===== config.mk =====
export PLATFORM = sky130hd
export DESIGN_NAME = div_unit
export DESIGN_NICKNAME = d
export VERILOG_FILES = /design/src/rtl/div_unit.sv
export SDC_FILE = /design/constraint.sdc
export NUM_CORES = 1
export LEC_CHECK = 0
export ABC_AREA = 1
export CORE_UTILIZATION = 55
export DETAILED_ROUTE_END_ITERATION = 8
export PLACE_DENSITY_LB_ADDON = 0.2
export SLEW_MARGIN = 25
export SYNTH_ARGS = -nofsm -noshare
export SYNTH_HDL_FRONTEND = slang
export SYNTH_SLANG_ARGS = --single-unit

===== constraint.sdc =====
create_clock -name clk -period 4.5 [get_ports clk]
set_clock_uncertainty 0.15 [all_clocks]
set_input_delay 0.45 -clock clk [delete_from_list [all_inputs] [get_ports clk]]
set_output_delay 0.45 -clock clk [all_outputs]
set_load 0.02 [all_outputs]

===== src/rtl/div_unit.sv =====
// Sequential unsigned non-restoring divider: 2*WIDTH-bit dividend over WIDTH-bit divisor,
// one quotient bit per cycle, with divide-by-zero and quotient-overflow detection.
module div_unit #(
  parameter int unsigned WIDTH = 8
) (
  input  logic             clk,
  input  logic             reset,
  input  logic [WIDTH-1:0] data_in,
  input  logic             load_dvd_hi,
  input  logic             load_dvd_lo,
  input  logic             load_dvs,
  input  logic             start_div,
  output logic             dividend_ready,
  output logic             busy,
  output logic             done_div,
  output logic [WIDTH-1:0] quotient,
  output logic [WIDTH-1:0] remainder,
  output logic             div_by_zero,
  output logic             overflow
);

  localparam int unsigned CntW = (WIDTH > 2) ? $clog2(WIDTH) : 1;

  typedef enum logic [1:0] {StIdle, StIter, StCorrect, StDone} state_e;

  state_e           state_q, state_d;
  logic [WIDTH-1:0] dvd_hi_q, dvd_hi_d;
  logic [WIDTH-1:0] dvd_lo_q, dvd_lo_d;
  logic [WIDTH-1:0] dvs_q, dvs_d;
  logic             hi_loaded_q, hi_loaded_d;
  logic             lo_loaded_q, lo_loaded_d;
  logic [WIDTH+1:0] rem_q, rem_d;
  logic [WIDTH-1:0] q_q, q_d;
  logic [CntW-1:0]  cnt_q, cnt_d;
  logic [WIDTH-1:0] quot_q, quot_d;
  logic [WIDTH-1:0] rmd_q, rmd_d;
  logic             dbz_q, dbz_d;
  logic             ovf_q, ovf_d;
  logic [WIDTH+1:0] shifted;
  logic [WIDTH+1:0] rem_fix;
  logic [WIDTH+1:0] dvs_ext;

  assign dvs_ext = {2'b00, dvs_q};

  always_comb begin
    state_d     = state_q;
    dvd_hi_d    = dvd_hi_q;
    dvd_lo_d    = dvd_lo_q;
    dvs_d       = dvs_q;
    hi_loaded_d = hi_loaded_q;
    lo_loaded_d = lo_loaded_q;
    rem_d       = rem_q;
    q_d         = q_q;
    cnt_d       = cnt_q;
    quot_d      = quot_q;
    rmd_d       = rmd_q;
    dbz_d       = dbz_q;
    ovf_d       = ovf_q;
    shifted     = {rem_q[WIDTH:0], q_q[WIDTH-1]};
    rem_fix     = rem_q[WIDTH+1] ? (rem_q + dvs_ext) : rem_q;

    unique case (state_q)
      StIdle: begin
        if (load_dvd_hi) begin
          dvd_hi_d    = data_in;
          hi_loaded_d = 1'b1;
        end
        if (load_dvd_lo) begin
          dvd_lo_d    = data_in;
          lo_loaded_d = 1'b1;
        end
        if (load_dvs) begin
          dvs_d = data_in;
        end
        if (start_div && hi_loaded_q && lo_loaded_q) begin
          dbz_d = 1'b0;
          ovf_d = 1'b0;
          if (dvs_q == '0) begin
            dbz_d   = 1'b1;
            quot_d  = '1;
            rmd_d   = dvd_hi_q;
            state_d = StDone;
          end else if (dvd_hi_q >= dvs_q) begin
            // Quotient would need more than WIDTH bits
            ovf_d   = 1'b1;
            quot_d  = '1;
            rmd_d   = dvd_hi_q;
            state_d = StDone;
          end else begin
            rem_d   = {2'b00, dvd_hi_q};
            q_d     = dvd_lo_q;
            cnt_d   = CntW'(WIDTH - 1);
            state_d = StIter;
          end
        end
      end
      StIter: begin
        // Sign of the pre-shift partial remainder selects subtract or add-back
        rem_d = rem_q[WIDTH+1] ? (shifted + dvs_ext) : (shifted - dvs_ext);
        q_d   = {q_q[WIDTH-2:0], ~rem_d[WIDTH+1]};
        if (cnt_q == '0) begin
          state_d = StCorrect;
        end else begin
          cnt_d = cnt_q - CntW'(1);
        end
      end
      StCorrect: begin
        rem_d   = rem_fix;
        quot_d  = q_q;
        rmd_d   = rem_fix[WIDTH-1:0];
        state_d = StDone;
      end
      StDone: begin
        hi_loaded_d = 1'b0;
        lo_loaded_d = 1'b0;
        state_d     = StIdle;
      end
      default: state_d = StIdle;
    endcase
  end

  always_ff @(posedge clk or negedge reset) begin
    if (!reset) begin
      state_q     <= StIdle;
      dvd_hi_q    <= '0;
      dvd_lo_q    <= '0;
      dvs_q       <= '0;
      hi_loaded_q <= 1'b0;
      lo_loaded_q <= 1'b0;
      rem_q       <= '0;
      q_q         <= '0;
      cnt_q       <= '0;
      quot_q      <= '0;
      rmd_q       <= '0;
      dbz_q       <= 1'b0;
      ovf_q       <= 1'b0;
    end else begin
      state_q     <= state_d;
      dvd_hi_q    <= dvd_hi_d;
      dvd_lo_q    <= dvd_lo_d;
      dvs_q       <= dvs_d;
      hi_loaded_q <= hi_loaded_d;
      lo_loaded_q <= lo_loaded_d;
      rem_q       <= rem_d;
      q_q         <= q_d;
      cnt_q       <= cnt_d;
      quot_q      <= quot_d;
      rmd_q       <= rmd_d;
      dbz_q       <= dbz_d;
      ovf_q       <= ovf_d;
    end
  end

  assign dividend_ready = hi_loaded_q & lo_loaded_q;
  assign busy           = (state_q != StIdle);
  assign done_div       = (state_q == StDone);
  assign quotient       = quot_q;
  assign remainder      = rmd_q;
  assign div_by_zero    = dbz_q;
  assign overflow       = ovf_q;

endmodule


==> results of run 1 <==
cells in the mapped netlist:
library cell,count
inv_2,2
nand2_1,193
a21o_1,3
mux2_2,1
clkbuf_1,7
nand2_2,4
buf_6,5
mux2i_1,7
fa_1,2
nand4_1,7
ha_1,33
clkbuf_8,1
nand3_1,37
o31ai_1,1
inv_1,78
clkinv_1,1
xor2_1,6
nor2_1,43
dfrtp_1,67
a211oi_1,1
nand3_2,3
or2_2,3
o21ai_2,24
o21ai_1,1
nor2_2,1
nand3b_1,5
clkbuf_2,1
nor2_4,1
nor3_4,1
clkinv_2,1
a21oi_1,20
o21ai_0,46
o22ai_1,3
registers in the layout, summed over array words and instances, names as in the netlist:
register and cells:
hi_loaded_q 1, dvd_hi_q 8, q_q 8, dvd_lo_q 8, overflow 1, quotient 8
state_q 2, rem_q 10, div_by_zero 1, dvs_q 8, cnt_q 3, lo_loaded_q 1
remainder 8
path summary, 6_finish.rpt:
| path | end | cells after the start | slack (ps) | startpoint |
|---|---|---|---|---|
| setup / recovery | rem_q[9] | 16 | 1690 | dvs_q[0] |
| hold / removal | rem_q[7] | 1 | 20 | reset |
| setup reg to reg | rem_q[9] | 16 | 1690 | dvs_q[0] |
| hold reg to reg | quotient[1] | 2 | 330 | quotient[1] |
| max in group asynchronous | state_q[1] | 2 | 3250 | reset |
| min in group clk | quotient[1] | 2 | 330 | quotient[1] |
routing by layer:
layer / routed length, µm / global-route usage [%] / vias up
li1: - / - / 2023
met1: 5028 / 39.28 / 1934
met2: 5183 / 45.65 / 145
met3: 939 / 5.501 / 19
met4: 208 / 9.231 / 0
met5: 0 / 0 / -
critical path, stage by stage (launching register included):
cell     delay (ps)
dfrtp_1         450
inv_1           130
ha_1            200
nand3_2         130
o31ai_1         280
xor2_1          260
ha_1            300
nand2_1          80
nand2_1          60
a21oi_1         170
nand2_1          70
nor2_1          100
nand2_1          60
nand3_1          90
nand2_1          60
nand2_1          70
nand2_1          50
per-stage QoR:
step | hold WS, ps | worst slack, ps | instances | area, µm² | util (%)
3_5_place_dp | 318.6 | 1725 | 733 | 4912 | 62.60
2_1_floorplan | 4.409 | 2043 | 609 | 4536 | -
6_report | 18.59 | 1691 | 749 | 5114 | 65.16
5_1_grt | 67.04 | 1413 | 749 | 5114 | 65.16
4_1_cts | 47.36 | 1719 | 749 | 5114 | 65.16
3_3_place_gp | 311.7 | 1837 | 733 | 4912 | 62.60
area by class of cell:
class	count	area share (%)
clock buffer	9	2.422
clock inverter	7	1.517
multi-input combinational	446	47.88
timing repair buffer	36	6.851
sequential	67	32.79
inverter	82	6.044
tap	102	2.496
kinds of logic after synthesis:
kind of cell | Yosys count | share of synthesized area, %
XOR/XNOR | 6 | 1.159
AND/OR/NAND/NOR | 298 | 27.78
AO/OA/AOI/OAI | 99 | 13.27
multiplexers | 8 | 1.793
flip-flops | 67 | 36.97
adder cells (fa/ha/maj) | 35 | 9.986
buffers and inverters | 96 | 9.048
==> results.sh, run 1 <==
export IMPL_worstSetupEndpointType="flop"
export IMPL_grt_usage_pct=28.66
export IMPL_detail_route_first_pass_iterations=5
export IMPL_core_area_um2=7848
export IMPL_placer_congestion=0.9280
export IMPL_cts_num_sinks=67
export IMPL_seqCellArea_um2=1677
export IMPL_drt_drc=0
export IMPL_worstPathArrival_ps=2900
export IMPL_synthesis_area_per_instance_um2=7.448
export IMPL_multi_input_area_um2=2449
export IMPL_run_status="completed"
export IMPL_antenna_violating_nets_post_route=0
export IMPL_yosysWarningCount=0
export IMPL_syn_num_nets=658
export IMPL_largest_net_degree_at_the_start_of_global_routing=36
export IMPL_timing_hold_worst_class="in -> async"
export IMPL_floorplan_io_pins=35
export IMPL_clkTransAtPathRegs_ps=80
export IMPL_number_of_diodes_added_for_antenna_fixing=0
export IMPL_io_buffers=34
export IMPL_cts_hold_buffers=0
export IMPL_wire_per_inst_um=15.17
export IMPL_syn_area_um2=4536
export IMPL_first_global_vias=3840
export IMPL_achievable_frequency_mhz=356.0
export IMPL_report_final_slew_viol_count=0
export IMPL_timing_final_crit_period_ps=2809
export IMPL_final_critical_path_share_of_the_clock_period_pct=62.42
export IMPL_clockRootBuffer="clkbuf_8"
export IMPL_number_of_antenna_violations_at_the_first_check_in_global_routing=0
export IMPL_clock_latency_ps=350
export IMPL_timing_slew_headroom_pct=47.25
export IMPL_synth_sequential_area_ratio_pct=36.97
export IMPL_final_cell_mix="193 x nand2_1, 78 x inv_1, 67 x dfrtp_1, 46 x o21ai_0, 43 x nor2_1"
export IMPL_post_synth_inst_count=609
export IMPL_floorplan_initialDensity_pct=57.80
export IMPL_num_rows=32
export IMPL_die_width_um=92.81
export IMPL_cts_tree="built"
export IMPL_post_synth_main_area_contributors="dfrtp_1 37%, nand2_1 16%, ha_1 9.1%, inv_1 6.5%, o21ai_0 5.1%"
export IMPL_mostFrequentLayoutCell="nand2_1"
export IMPL_maxCapViolCount=0
export IMPL_synth_top_area_share_pct=36.97
export IMPL_via_count=4121
export IMPL_cp_max_fo=5
export IMPL_finish_net_count=691
export IMPL_first_iter_violations=411
export IMPL_synth_largest_area_cell="dfrtp_1"
export IMPL_cts_resized=0
export IMPL_syn_to_final_growth_pct=12.74
export IMPL_wl_um=11360
export IMPL_route_detailed_vias_per_inst=5.502
export IMPL_timing_worst_slew_pin_value_ps=791.3
export IMPL_chipHeight_um=92.81
export IMPL_cts_htree_levels=3
export IMPL_hold_viol=0
export IMPL_filler_cell_count=711
export IMPL_place_detailed_hpwl_um=8798
export IMPL_ctsLongestPathBuffers=2
export IMPL_setup_tns_final_ps=0
export IMPL_global_route_wire_length_before_repair_um=18730
export IMPL_flops_latches_synth=67
export IMPL_congestion_overflow_gr=0
export IMPL_post_cts_setup_buffers=0
export IMPL_worstPathRequired_ps=4600
export IMPL_die_area_um2=8614
export IMPL_grt_setup_unrepaired="false"
export IMPL_kind_of_launch_point_of_the_worst_setup_path="flop"
export IMPL_final_number_of_setup_violating_endpoints=0
export IMPL_cts_made_buffers=9
export IMPL_yosysUniqueCellTypes=33
export IMPL_timing_worst_setup_path_type="reg -> reg"
export IMPL_layout_drive_gt1_share_pct=9.274
Power of run 1 is not shown: default switching activity piles up to over one toggle a cycle in this logic, so the estimate is an artifact.
==> run 2, diff against run 1 <==
Clock period 4.5 ns to 2.6 ns, I/O delays scaled along.
==> run 2 against run 1 <==
- final area increased by 6.8%
- die area unchanged
- critical path depth unchanged
- count of clock-buffer cells in the layout increased by 1
- sequential share of layout area decreased by 2.0 points
- largest cell class unchanged
==> results.sh, run 2 (synthesized netlist as in run 1, its figures left out) <==
export IMPL_regToRegSetupSlack_ps=60
export IMPL_crit_path_max_incr_delay_ps=410
export IMPL_cts_made_buffers=9
export IMPL_ctsLongestPathBuffers=2
export IMPL_placer_congestion=0.9419
export IMPL_placed_area_um2=5037
export IMPL_grt_setup_unrepaired="true"
export IMPL_cts_num_sinks=67
export IMPL_report_final_slew_viol_count=0
export IMPL_worstSetupEndpointType="flop"
export IMPL_groute_layer_met2_usage_pct=48.16
export IMPL_cpMostUsedCell="nand2_1"
export IMPL_wire_per_inst_um=15.82
export IMPL_congestion_overflow_gr=0
export IMPL_die_width_um=92.81
export IMPL_cts_tree="built"
export IMPL_maxCapViolCount=0
export IMPL_antenna_violating_nets_post_route=0
export IMPL_worstPathRequired_ps=2700
export IMPL_timing_final_crit_period_ps=2536
export IMPL_number_of_antenna_violations_at_the_first_check_in_global_routing=0
export IMPL_final_number_of_setup_violating_endpoints=0
export IMPL_grt_met1_usage_pct=41.57
export IMPL_post_route_design_area_um2=5463
export IMPL_clockRootBuffer="clkbuf_8"
export IMPL_wl_um=12170
export IMPL_mostFrequentLayoutCell="nand2_1"
export IMPL_layout_drive_gt1_share_pct=16.49
export IMPL_worstPathArrival_ps=2640
export IMPL_clock_latency_ps=360
export IMPL_core_area_um2=7848
export IMPL_layout_cells_non_filler=769
export IMPL_critPathSlowestCell="dfrtp_1"
export IMPL_via_count=4214
export IMPL_largest_net_degree_at_the_start_of_global_routing=44
export IMPL_dp_cells=748
export IMPL_timing_worst_setup_path_type="reg -> reg"
export IMPL_cts_htree_levels=3
export IMPL_grt_busiest_layer="met2"
export IMPL_finish_net_count=711
export IMPL_cp_max_fo=3
export IMPL_post_place_ws_ps=-2.497
export IMPL_floorplan_io_pins=35
export IMPL_crit_path_cell_chain="inv_2 > ha_4 > nand3_4 > o31ai_4 > xor2_2 > ha_1 > nand2_1 > nand2_2 > a21oi_2 > nand2_1 > nor2_1 > nand2_1 > nand3_2 > nand2_1 > nand2_1 > nand2_1"
export IMPL_first_iter_violations=361
export IMPL_detail_route_first_pass_iterations=5
export IMPL_syn_to_final_growth_pct=20.44
export IMPL_hold_viol=0
export IMPL_floorplan_initialDensity_pct=57.80
export IMPL_final_setup_worst_slack_ps=64.22
export IMPL_route_detailed_vias_per_inst=5.480
export IMPL_place_detailed_hpwl_um=9277
export IMPL_final_critical_path_share_of_the_clock_period_pct=97.53
export IMPL_clkTransAtPathRegs_ps=80
export IMPL_run_status="completed"
export IMPL_global_route_wire_length_before_repair_um=19510
export IMPL_rr_startpoint="dvs_q[1]"
export IMPL_kind_of_launch_point_of_the_worst_setup_path="flop"
export IMPL_grt_util_met3_pct=4.762
export IMPL_final_cell_mix="184 x nand2_1, 74 x inv_1, 65 x dfrtp_1, 45 x o21ai_0, 38 x nor2_1"
export IMPL_max_flop_register="rem_q"
export IMPL_largest_register_ffs=10
export IMPL_die_area_um2=8614
export IMPL_num_rows=32
export IMPL_number_of_diodes_added_for_antenna_fixing=0
export IMPL_cp_startpoint="dvs_q[1]"
export IMPL_first_global_vias=3917
export IMPL_chipHeight_um=92.81
export IMPL_timing_hold_worst_class="in -> async"
export IMPL_grt_usage_pct=30.01
export IMPL_drt_drc=0
export IMPL_io_buffers=34
export IMPL_timing_slew_headroom_pct=58.91
export IMPL_timing_worst_slew_pin_value_ps=616.3
export IMPL_achievable_frequency_mhz=394.4
-- run 2: changes by cell type in the layout (fill, tap and decap cells not counted), moves of 5 or more --
cell / delta
nand2_1: -9
buf_4: +15
nand2_2: +7
nor2_1: -5
-- run 2: path summary, 6_finish.rpt --
path,depth (start not counted),endpoint
setup reg to reg,16,rem_q[9]
setup / recovery,16,rem_q[9]
min in group clk,2,quotient[2]
hold / removal,2,rem_q[7]
max in group asynchronous,3,dvd_lo_q[3]
hold reg to reg,2,quotient[2]
-- run 2: area by class of cell --
type                       instances  area, µm²
timing repair buffer              56      526.8
sequential                        67       1679
tap                              102      127.6
inverter                          82      309.0
clock inverter                     6      90.09
clock buffer                      10      127.6
multi-input combinational        446       2603
fill                             675       2385
-- run 2: routing by layer --
| metal | share of wire, % | wire length (µm) |
|---|---|---|
| met5 | 0 | 0 |
| met1 | 45 | 5504 |
| met2 | 47 | 5775 |
| met4 | 1.3 | 162 |
| met3 | 6.0 | 725 |
-- run 2: critical path: cells and delay by family (launching register included) --
kind                     cells  cell delay (ps)
AND/OR/NAND/NOR             10              700
adder cells (fa/ha/maj)      2              420
XOR/XNOR                     1              220
AO/OA/AOI/OAI                2              440
buffers and inverters        1               90
flip-flops                   1              410
-- run 2: repair_timing --
action | 4_1_cts | 5_1_grt
hold buffers | 1 | 0
endpoints found under the setup margin | 3 | 9
pin swaps | 0 | 30
resized for setup | 1 | 42
setup buffers | 0 | 4
endpoints found under the hold margin | 24 | 0
-- run 2: through the flow --
stage	TNS [ps]	util [%]	hold slack, ps
2_1_floorplan	0	-	-185.6
3_3_place_gp	0	64.19	156.6
3_5_place_dp	-2.497	64.19	153.4
4_1_cts	0	67.16	318.1
5_1_grt	-365.1	69.61	366.4
6_report	0	69.61	302.5
Power of run 2 is left out for the same reason.
==> run 3, diff against run 2 <==
Settings changed: CAP_MARGIN from default to 0.
==> results of run 3 <==
No change in the layout: final DEF, timing and power equal those of run 2.
Power of run 3 is left out for the same reason.
